### config.mk
export PLATFORM = sky130hd
export DESIGN_NAME = uart_tx_arbiter
export DESIGN_NICKNAME = d
export VERILOG_FILES = /design/src/rtl/uart_tx_arbiter.sv
export SDC_FILE = /design/constraint.sdc
export NUM_CORES = 1
export LEC_CHECK = 0
export ABC_AREA = 1
export CORE_MARGIN = 10
export CORE_UTILIZATION = 45
export DETAILED_ROUTE_END_ITERATION = 12
export GPL_ROUTABILITY_DRIVEN = 1
export PLACE_DENSITY = 0.83
export SYNTH_ARGS = -nofsm -noshare
export SYNTH_HDL_FRONTEND = slang
export SYNTH_SLANG_ARGS = --single-unit
### constraint.sdc
create_clock -name clk -period 1.59 [get_ports clk]
set_input_delay 0.2385 -clock clk [delete_from_list [all_inputs] [get_ports clk]]
set_output_delay 0.2385 -clock clk [all_outputs]
set_load 0.05 [all_outputs]
### src/rtl/uart_tx_arbiter.sv
// Round-robin arbiter sharing one UART transmitter among NREQ byte producers.
// It grants one requester and latches its byte, then pulses tx_start once.
// It waits for tx_done_tick (or a timeout), acknowledges the requester and
// holds off for GAP_CYCLES idle cycles before the next grant.
module uart_tx_arbiter #(
  parameter int NREQ       = 4,
  parameter int DBIT       = 8,
  parameter int GAP_CYCLES = 16,
  parameter int TIMEOUT    = 200_000
) (
  input  logic                    clk,
  input  logic                    rst,
  input  logic [NREQ-1:0]         req,
  input  logic [NREQ*DBIT-1:0]    req_data,
  output logic [NREQ-1:0]         ack,
  output logic                    tx_start,
  output logic [DBIT-1:0]         tx_data,
  input  logic                    tx_done_tick,
  output logic                    busy,
  output logic [$clog2(NREQ)-1:0] grant_id,
  output logic                    timeout_err
);

  localparam int PW   = $clog2(NREQ);
  localparam int CMAX = (TIMEOUT > GAP_CYCLES) ? TIMEOUT : GAP_CYCLES;
  localparam int CW   = $clog2(CMAX + 1);
  localparam logic [CW-1:0] TMO_LAST = CW'(TIMEOUT - 1);
  localparam logic [CW-1:0] GAP_LAST = CW'((GAP_CYCLES > 0) ? GAP_CYCLES - 1 : 0);

  typedef enum logic [1:0] {S_IDLE, S_START, S_BUSY, S_GAP} state_t;

  state_t          r_state, w_state_nxt;
  logic [PW-1:0]   r_ptr, r_grant;
  logic [DBIT-1:0] r_tx_data;
  logic [NREQ-1:0] r_ack;
  logic            r_err;
  logic [CW-1:0]   r_cnt;

  logic [PW-1:0]   w_sel, w_cand;
  logic            w_found, w_tmo, w_end, w_gap_end;

  // Round-robin search: first pending request after the last granted index
  always_comb begin
    w_found = 1'b0;
    w_sel   = '0;
    w_cand  = '0;
    for (int k = 1; k <= NREQ; k++) begin
      w_cand = PW'((int'(r_ptr) + k) % NREQ);
      if (!w_found && req[w_cand]) begin
        w_found = 1'b1;
        w_sel   = w_cand;
      end
    end
  end

  // A done tick on the terminal count still wins over the timeout
  assign w_tmo     = (r_state == S_BUSY) && (r_cnt == TMO_LAST);
  assign w_end     = (r_state == S_BUSY) && (tx_done_tick || w_tmo);
  assign w_gap_end = (r_state == S_GAP) && (r_cnt == GAP_LAST);

  // State register
  always_ff @(posedge clk) begin
    if (rst) r_state <= S_IDLE;
    else     r_state <= w_state_nxt;
  end

  // Next-state logic; a zero-length gap returns straight to IDLE
  always_comb begin
    w_state_nxt = r_state;
    case (r_state)
      S_IDLE:  if (w_found) w_state_nxt = S_START;
      S_START: w_state_nxt = S_BUSY;
      S_BUSY:  if (w_end) w_state_nxt = (GAP_CYCLES == 0) ? S_IDLE : S_GAP;
      S_GAP:   if (w_gap_end) w_state_nxt = S_IDLE;
      default: w_state_nxt = S_IDLE;
    endcase
  end

  // Grant/data latch, shared timeout/gap counter, ack and error pulses
  always_ff @(posedge clk) begin
    if (rst) begin
      r_ptr     <= PW'(NREQ - 1);
      r_grant   <= '0;
      r_tx_data <= '0;
      r_ack     <= '0;
      r_err     <= 1'b0;
      r_cnt     <= '0;
    end else begin
      r_ack <= '0;
      r_err <= 1'b0;
      case (r_state)
        S_IDLE: begin
          r_cnt <= '0;
          if (w_found) begin
            r_grant   <= w_sel;
            r_tx_data <= req_data[int'(w_sel)*DBIT +: DBIT];
          end
        end
        S_START: r_cnt <= '0;
        S_BUSY: begin
          if (w_end) begin
            r_ptr <= r_grant;
            r_cnt <= '0;
            if (tx_done_tick) r_ack[r_grant] <= 1'b1;
            else              r_err          <= 1'b1;
          end else begin
            r_cnt <= r_cnt + 1'b1;
          end
        end
        S_GAP: r_cnt <= w_gap_end ? '0 : r_cnt + 1'b1;
        default: r_cnt <= '0;
      endcase
    end
  end

  assign tx_start    = (r_state == S_START);
  assign busy        = (r_state != S_IDLE);
  assign tx_data     = r_tx_data;
  assign grant_id    = r_grant;
  assign ack         = r_ack;
  assign timeout_err = r_err;

endmodule
After elaboration in Yosys (flattened, before gate mapping)
Cells that the tools add are included.

cells by class
  order comparisons = 6
  equal/unequal tests = 8
  bitwise operators = 3
  multiplexer cells = 26
  reduce and logical (&&, ||, !) cells = 19
  divide/modulo/power cells = 0
  $add $sub $neg = 5
  shift operators = 1
  multiply operators = 0

operator list
  cell                   count
  $pmux 18 s3            1
  $mux 18                2
  $shiftx 32x6->8        1
  $add 18x1->18 const B  1
  $eq 18x18->1 const B   1
  $eq 18x4->1 const B    1
  $lt 2x3->1 const B     5
  $mux 2                 7
  $mux 1                 10
  $bmux 1 s2             4
  $pmux 2 s4             1
  $logic_and 1x1->1      7
  $ne 2x2->1 const B     3
  $add 2x1->2 const B    2
  $add 2x2->2 const B    2
  $eq 2x2->1 const B     2
  $reduce_and 2->1       2
  $reduce_or 4->1        1
  $logic_not 1->1        3
  $not 1->1              3
  $reduce_and 3->1       1
  $reduce_or 3->1        1
  $demux 1 s2            1
  $eq 2x1->1 const B     1
  other kinds (5)        5

word-level totals
  RAM bits = 0
  memories kept = 0
  ROM bits = 0
  output and inout bits = 17
  latch bits = 0
  register bits = 37

Logic depth before layout (Yosys ltp)
  depth after elaboration = 15
  gate-level depth with buffers = 18
  gate-level depth less buffers = 15

Worst setup path after synthesis
OpenSTA, ideal clock, no wires.

  kind = register -> register
  start point = reg r_ptr[0]
  end point = reg r_tx_data[6] (netlist: tx_data[6])
  arrival = 1.633 ns
  cell stages (with the launch flop) = 19
  setup time = 0.109 ns
  buffers on the path = 3
  path slack = -0.152 ns
  cell sequence = dfxtp_1 > buf_6 > inv_2 > buf_6 > nand2_2 > nand2_2 > nand2_1 > nand2_2 > nand2_1 > nand2_1 > nor2_2 > nand2_4 > nand2_4 > buf_6 > nand2_1 > nand3_1 > nand3_1 > nand2_1 > inv_1

between the ends
  cells in the longest elaborated chain, start to end = 14
  elaborated cells on any way between the ends = 28
  those cells by class = add/sub: 4; shift: 1; mux: 16; reduce/logical: 7

RTL lines
  what                                                        line  RTL
  start, declared                                             33    logic [PW-1:0] r_ptr, r_grant;
  start signal, assigned                                      82    r_ptr <= PW'(NREQ - 1);
  start signal, assigned                                      102   r_ptr <= r_grant;
  $add 2x1->2                                                 48    w_cand = PW'((int'(r_ptr) + k) % NREQ);
  $bmux 1 s2                                                  49    if (!w_found && req[w_cand]) begin
  $mux 1 (not written as such)                                49
  $mux 1                                                      49
  $logic_not 1->1                                             49
  $logic_and 1x1->1                                           49
  $mux 1                                                      49
  $logic_not 1->1                                             49
  $logic_and 1x1->1                                           49
  $mux 1                                                      49
  $logic_not 1->1                                             49
  $logic_and 1x1->1                                           49
  $mux 2 / $mux 1 (equally long branches)                     49
  $shiftx 32x6->8 / $reduce_and 2->1 (equally long branches)  n/a
  end signal, assigned                                        96    r_tx_data <= req_data[int'(w_sel)*DBIT +: DBIT];
  end, declared                                               34    logic [DBIT-1:0] r_tx_data;

Parallel ways exist; a longest one is shown, timed or not. The select of a mux whose other input is x is not followed.
A chain may end at the register's enable or synchronous reset.

Worst setup path after layout
  start point = reg r_ptr[0]
  end point = reg r_tx_data[1] (netlist: tx_data[1])

The elaborated chain is that of the path after synthesis.

==> impl_metrics.sql <==
INSERT INTO impl_metrics (metric_group, metric, value, unit) VALUES
('clock_tree', 'htree_levels', '2', ''),
('timing', 'fmaxAchievable', '0.546', 'GHz'),
('floorplan', 'chipHeight', '91.9', 'µm'),
('setup_path', 'worst_path_fanout_max', '9', ''),
('setup_path', 'path_common_cell', 'sky130_fd_sc_hd__nand2_2', ''),
('setup_path', 'cp_cell_sequence', 'buf_6 > nand2_2 > nand2_2 > nand2_2 > buf_4 > a31oi_1 > nand2_1 > a21oi_2 > buf_6 > nand3_1 > nand3_1 > nand2_1 > inv_1', ''),
('route', 'route.detailed.drc', '0', ''),
('logic_synthesis', 'synth_top_family_by_area', 'simple AND/OR/NAND/NOR gates', ''),
('setup_path', 'end_kind', 'flip-flop', ''),
('setup_path', 'critPathBufInv', '4', ''),
('timing', 'worst_clock_skew', '0.0123', 'ns'),
('setup_path', 'rr_startpoint', 'r_ptr[0]', ''),
('layout', 'antenna-diode-count', '0', ''),
('floorplan', 'floorplan_die_area', '8440', 'µm²'),
('logic_synthesis', 'yosysWarningCount', '0', ''),
('setup_path', 'critical_path_required', '1.83', 'ns'),
('clock_tree', 'clock-sinks', '37', ''),
('timing', 'worst_pin_slew', '0.392', 'ns'),
('setup_path', 'critical_path.startpoint', 'r_ptr[0]', ''),
('grt', 'grt_first_pass_wirelength', '11900', 'µm'),
('timing', 'report.final.slew_viol_count', '0', ''),
('logic_synthesis', 'post_synthesis_simple_gate_area_fraction', '42.2', '%'),
('logic_synthesis', 'muxShareOfSynthArea', '0', '%'),
('route', 'route.vias.total', '2941', ''),
('grt', 'grt_max_degree', '14', ''),
('min_path', 'hold_path.class', 'reg -> reg', ''),
('status', 'failing_checks', 'setup timing', ''),
('timing', 'timing.final.hold_violations', '0', ''),
('clock_tree', 'cts_hold_buffers', '0', ''),
('logic_synthesis', 'synth_largest_area_cell', 'sky130_fd_sc_hd__dfxtp_1', ''),
('floorplan', 'placeableCoreArea', '5040', 'µm²'),
('timing', 'relSlewSlack', '73.8', '%'),
('grt', 'total_grt_usage', '16.4', '%'),
('pwr', 'power.share.switching', '48.4', '%'),
('layout', 'area_growth', '68.3', '%'),
('clock_tree', 'worstSkewPairLatency', '0.30', 'ns'),
('status', 'outcome', 'finished with violations', ''),
('layout', 'final_layout_size_suffix_gt1_share', '39.6', '%'),
('logic_synthesis', 'yosys_register_bits', '37', ''),
('pwr', 'vdd_drop_max', '1.58', 'mV'),
('route', 'first_iter_violations', '272', ''),
('logic_synthesis', 'post_synthesis_share_of_cell_area_spent_on_xor_and_xnor_gates', '3.01', '%'),
('setup_path', 'cpPeakStageDelay', '0.36', 'ns'),
('clock_tree', 'clk_path_buf_depth', '2', ''),
('timing', 'setup_slack', '-0.243', 'ns'),
('place', 'hpwl', '4810', 'µm'),
('clock_tree', 'cts-buffers-inserted', '5', ''),
('timing', 'timing.hold.ws', '0.516', 'ns'),
('route', 'route.antenna.remaining_nets', '0', ''),
('setup_path', 'cp.arrival', '2.07', 'ns'),
('layout', 'num-fill-cells', '308', ''),
('logic_synthesis', 'mapped_avg_cell_area', '6.28', 'µm²'),
('pwr', 'share_clk_of_total_power', '11.9', '%'),
('clock_tree', 'cts_tree', 'built', ''),
('timing', 'timing.final.crit_period', '1.83', 'ns'),
('min_path', 'timing.hold.worst.start', 'r_cnt[16]', ''),
('grt', 'antenna_violations_before_repair', '0', ''),
('logic_synthesis', 'synth_fp_nets', '414', ''),
('route', 'viasPerCell', '5.40', ''),
('logic_synthesis', 'ys_top_cells_by_area', 'sky130_fd_sc_hd__dfxtp_1, sky130_fd_sc_hd__nand2_1, sky130_fd_sc_hd__inv_1', ''),
('route', 'aggregate_routed_wire_length', '8770', 'µm'),
('logic_synthesis', 'synthDistinctLibCells', '31', ''),
('layout', 'layout.cells.most_common_list', 'sky130_fd_sc_hd__inv_1, sky130_fd_sc_hd__nand2_1, sky130_fd_sc_hd__buf_4, sky130_fd_sc_hd__nand3_1, sky130_fd_sc_hd__clkdlybuf4s50_1', ''),
('pwr', 'seq_power_share', '22.7', '%'),
('setup_path', 'crit_path_top_delay_cell', 'sky130_fd_sc_hd__dfxtp_2', ''),
('setup_path', 'timing.critical_path.max_delay_family', 'simple AND/OR/NAND/NOR gates', ''),
('timing', 'final_min_period_over_clock_period', '115', '%'),
('route', 'avgRoutedWirePerCell', '16.1', 'µm'),
('logic_synthesis', 'synthDominantCellAreaShare', '31.9', '%'),
('timing', 'setup_viol', '37', ''),
('pwr', 'cellLeakagePower', '1.82', 'nW');
## state kept, by name, indices dropped and copies added, names as in the netlist
| register | cells |
|---|---|
| tx_data | 8 |
| r_ptr | 2 |
| timeout_err | 1 |
| grant_id | 2 |
| r_cnt | 18 |
| ack | 4 |
| r_state | 2 |
## logic make-up after synthesis
family / Yosys count
compound gates: 19
xor+xnor: 8
fa+ha+maj: 5
buf+inv: 86
flops: 37
simple gates: 215
## through the flow
step                worst slack, ns  std cells  power [mW]  utilization [%]  instance area, µm²
floorplan                    -0.131        370        3.06                -                2350
finish                       -0.243        545        5.57             77.6                3910
global route                 -0.371        545        5.86             77.6                3910
global placement             -0.391        522        3.96             63.4                3200
detailed placement           -0.465        522        4.04             63.4                3200
CTS                          -0.166        542        5.13             71.3                3590
## final timing paths
| check | to | slack, ns | cells past startpoint |
|---|---|---|---|
| min reg2reg | r_cnt[16] | 0.52 | 2 |
| max | tx_data[1] | -0.24 | 13 |
| min | r_cnt[16] | 0.52 | 2 |
| max reg2reg | tx_data[1] | -0.24 | 13 |
## cell usage after synthesis (all sizes together)
master	n
nand3b	1
a21oi	4
nor2	51
xnor2	2
nand2	91
o21ai	7
clkbuf	3
nor3	13
o211ai	2
nor3b	1
inv	77
nor4	2
nand3	52
dfxtp	37
o21a	2
ha	5
nand4	4
a31oi	3
a211oi	1
xor2	6
buf	6
## repair_timing
item / in CTS / in global routing
gates resized for setup: 56 / 83
pin swaps: 30 / 32
buffers inserted: 9 / 3
gates cloned: 4 / 0
endpoints found under the setup margin: 31 / 38
## power groups by stage
stage                     Combinational, mW  Sequential (mW)  Clock [mW]
after detailed placement               2.82             1.23           0
after floorplan                        1.49             1.57           0
after global routing                   3.87             1.28       0.711
after CTS                              3.26             1.22       0.659
final                                  3.65             1.26       0.664
after global placement                 2.74             1.22           0
## worst min-delay path, delay by kind of cell, from the launching register on
family / cells / cell delay [ns]
flip-flops: 1 / 0.33
AND/OR/NAND/NOR: 2 / 0.15
## per-layer routing
metal / vias to the layer above / global-route usage [%] / routed length [µm] / part of all wire (%)
li1: 1355 / - / - / -
met1: 1338 / 19.0 / 3320 / 38
met2: 200 / 28.1 / 4280 / 49
met3: 48 / 4.40 / 740 / 8.4
met4: 0 / 6.30 / 418 / 4.8
met5: - / 0 / 0 / 0
## final cells by class
class                   count  area, µm²  share of cell area [%]
multi-input cells         250       1710                    43.7
clock buffers               7       86.3                    2.21
repair buffers            104        981                    25.1
flip-flops and latches     37        756                    19.3
inverters                  77        292                    7.45
well taps                  70       87.6                    2.24
No activity file was read; power rests on OpenSTA's default activity.
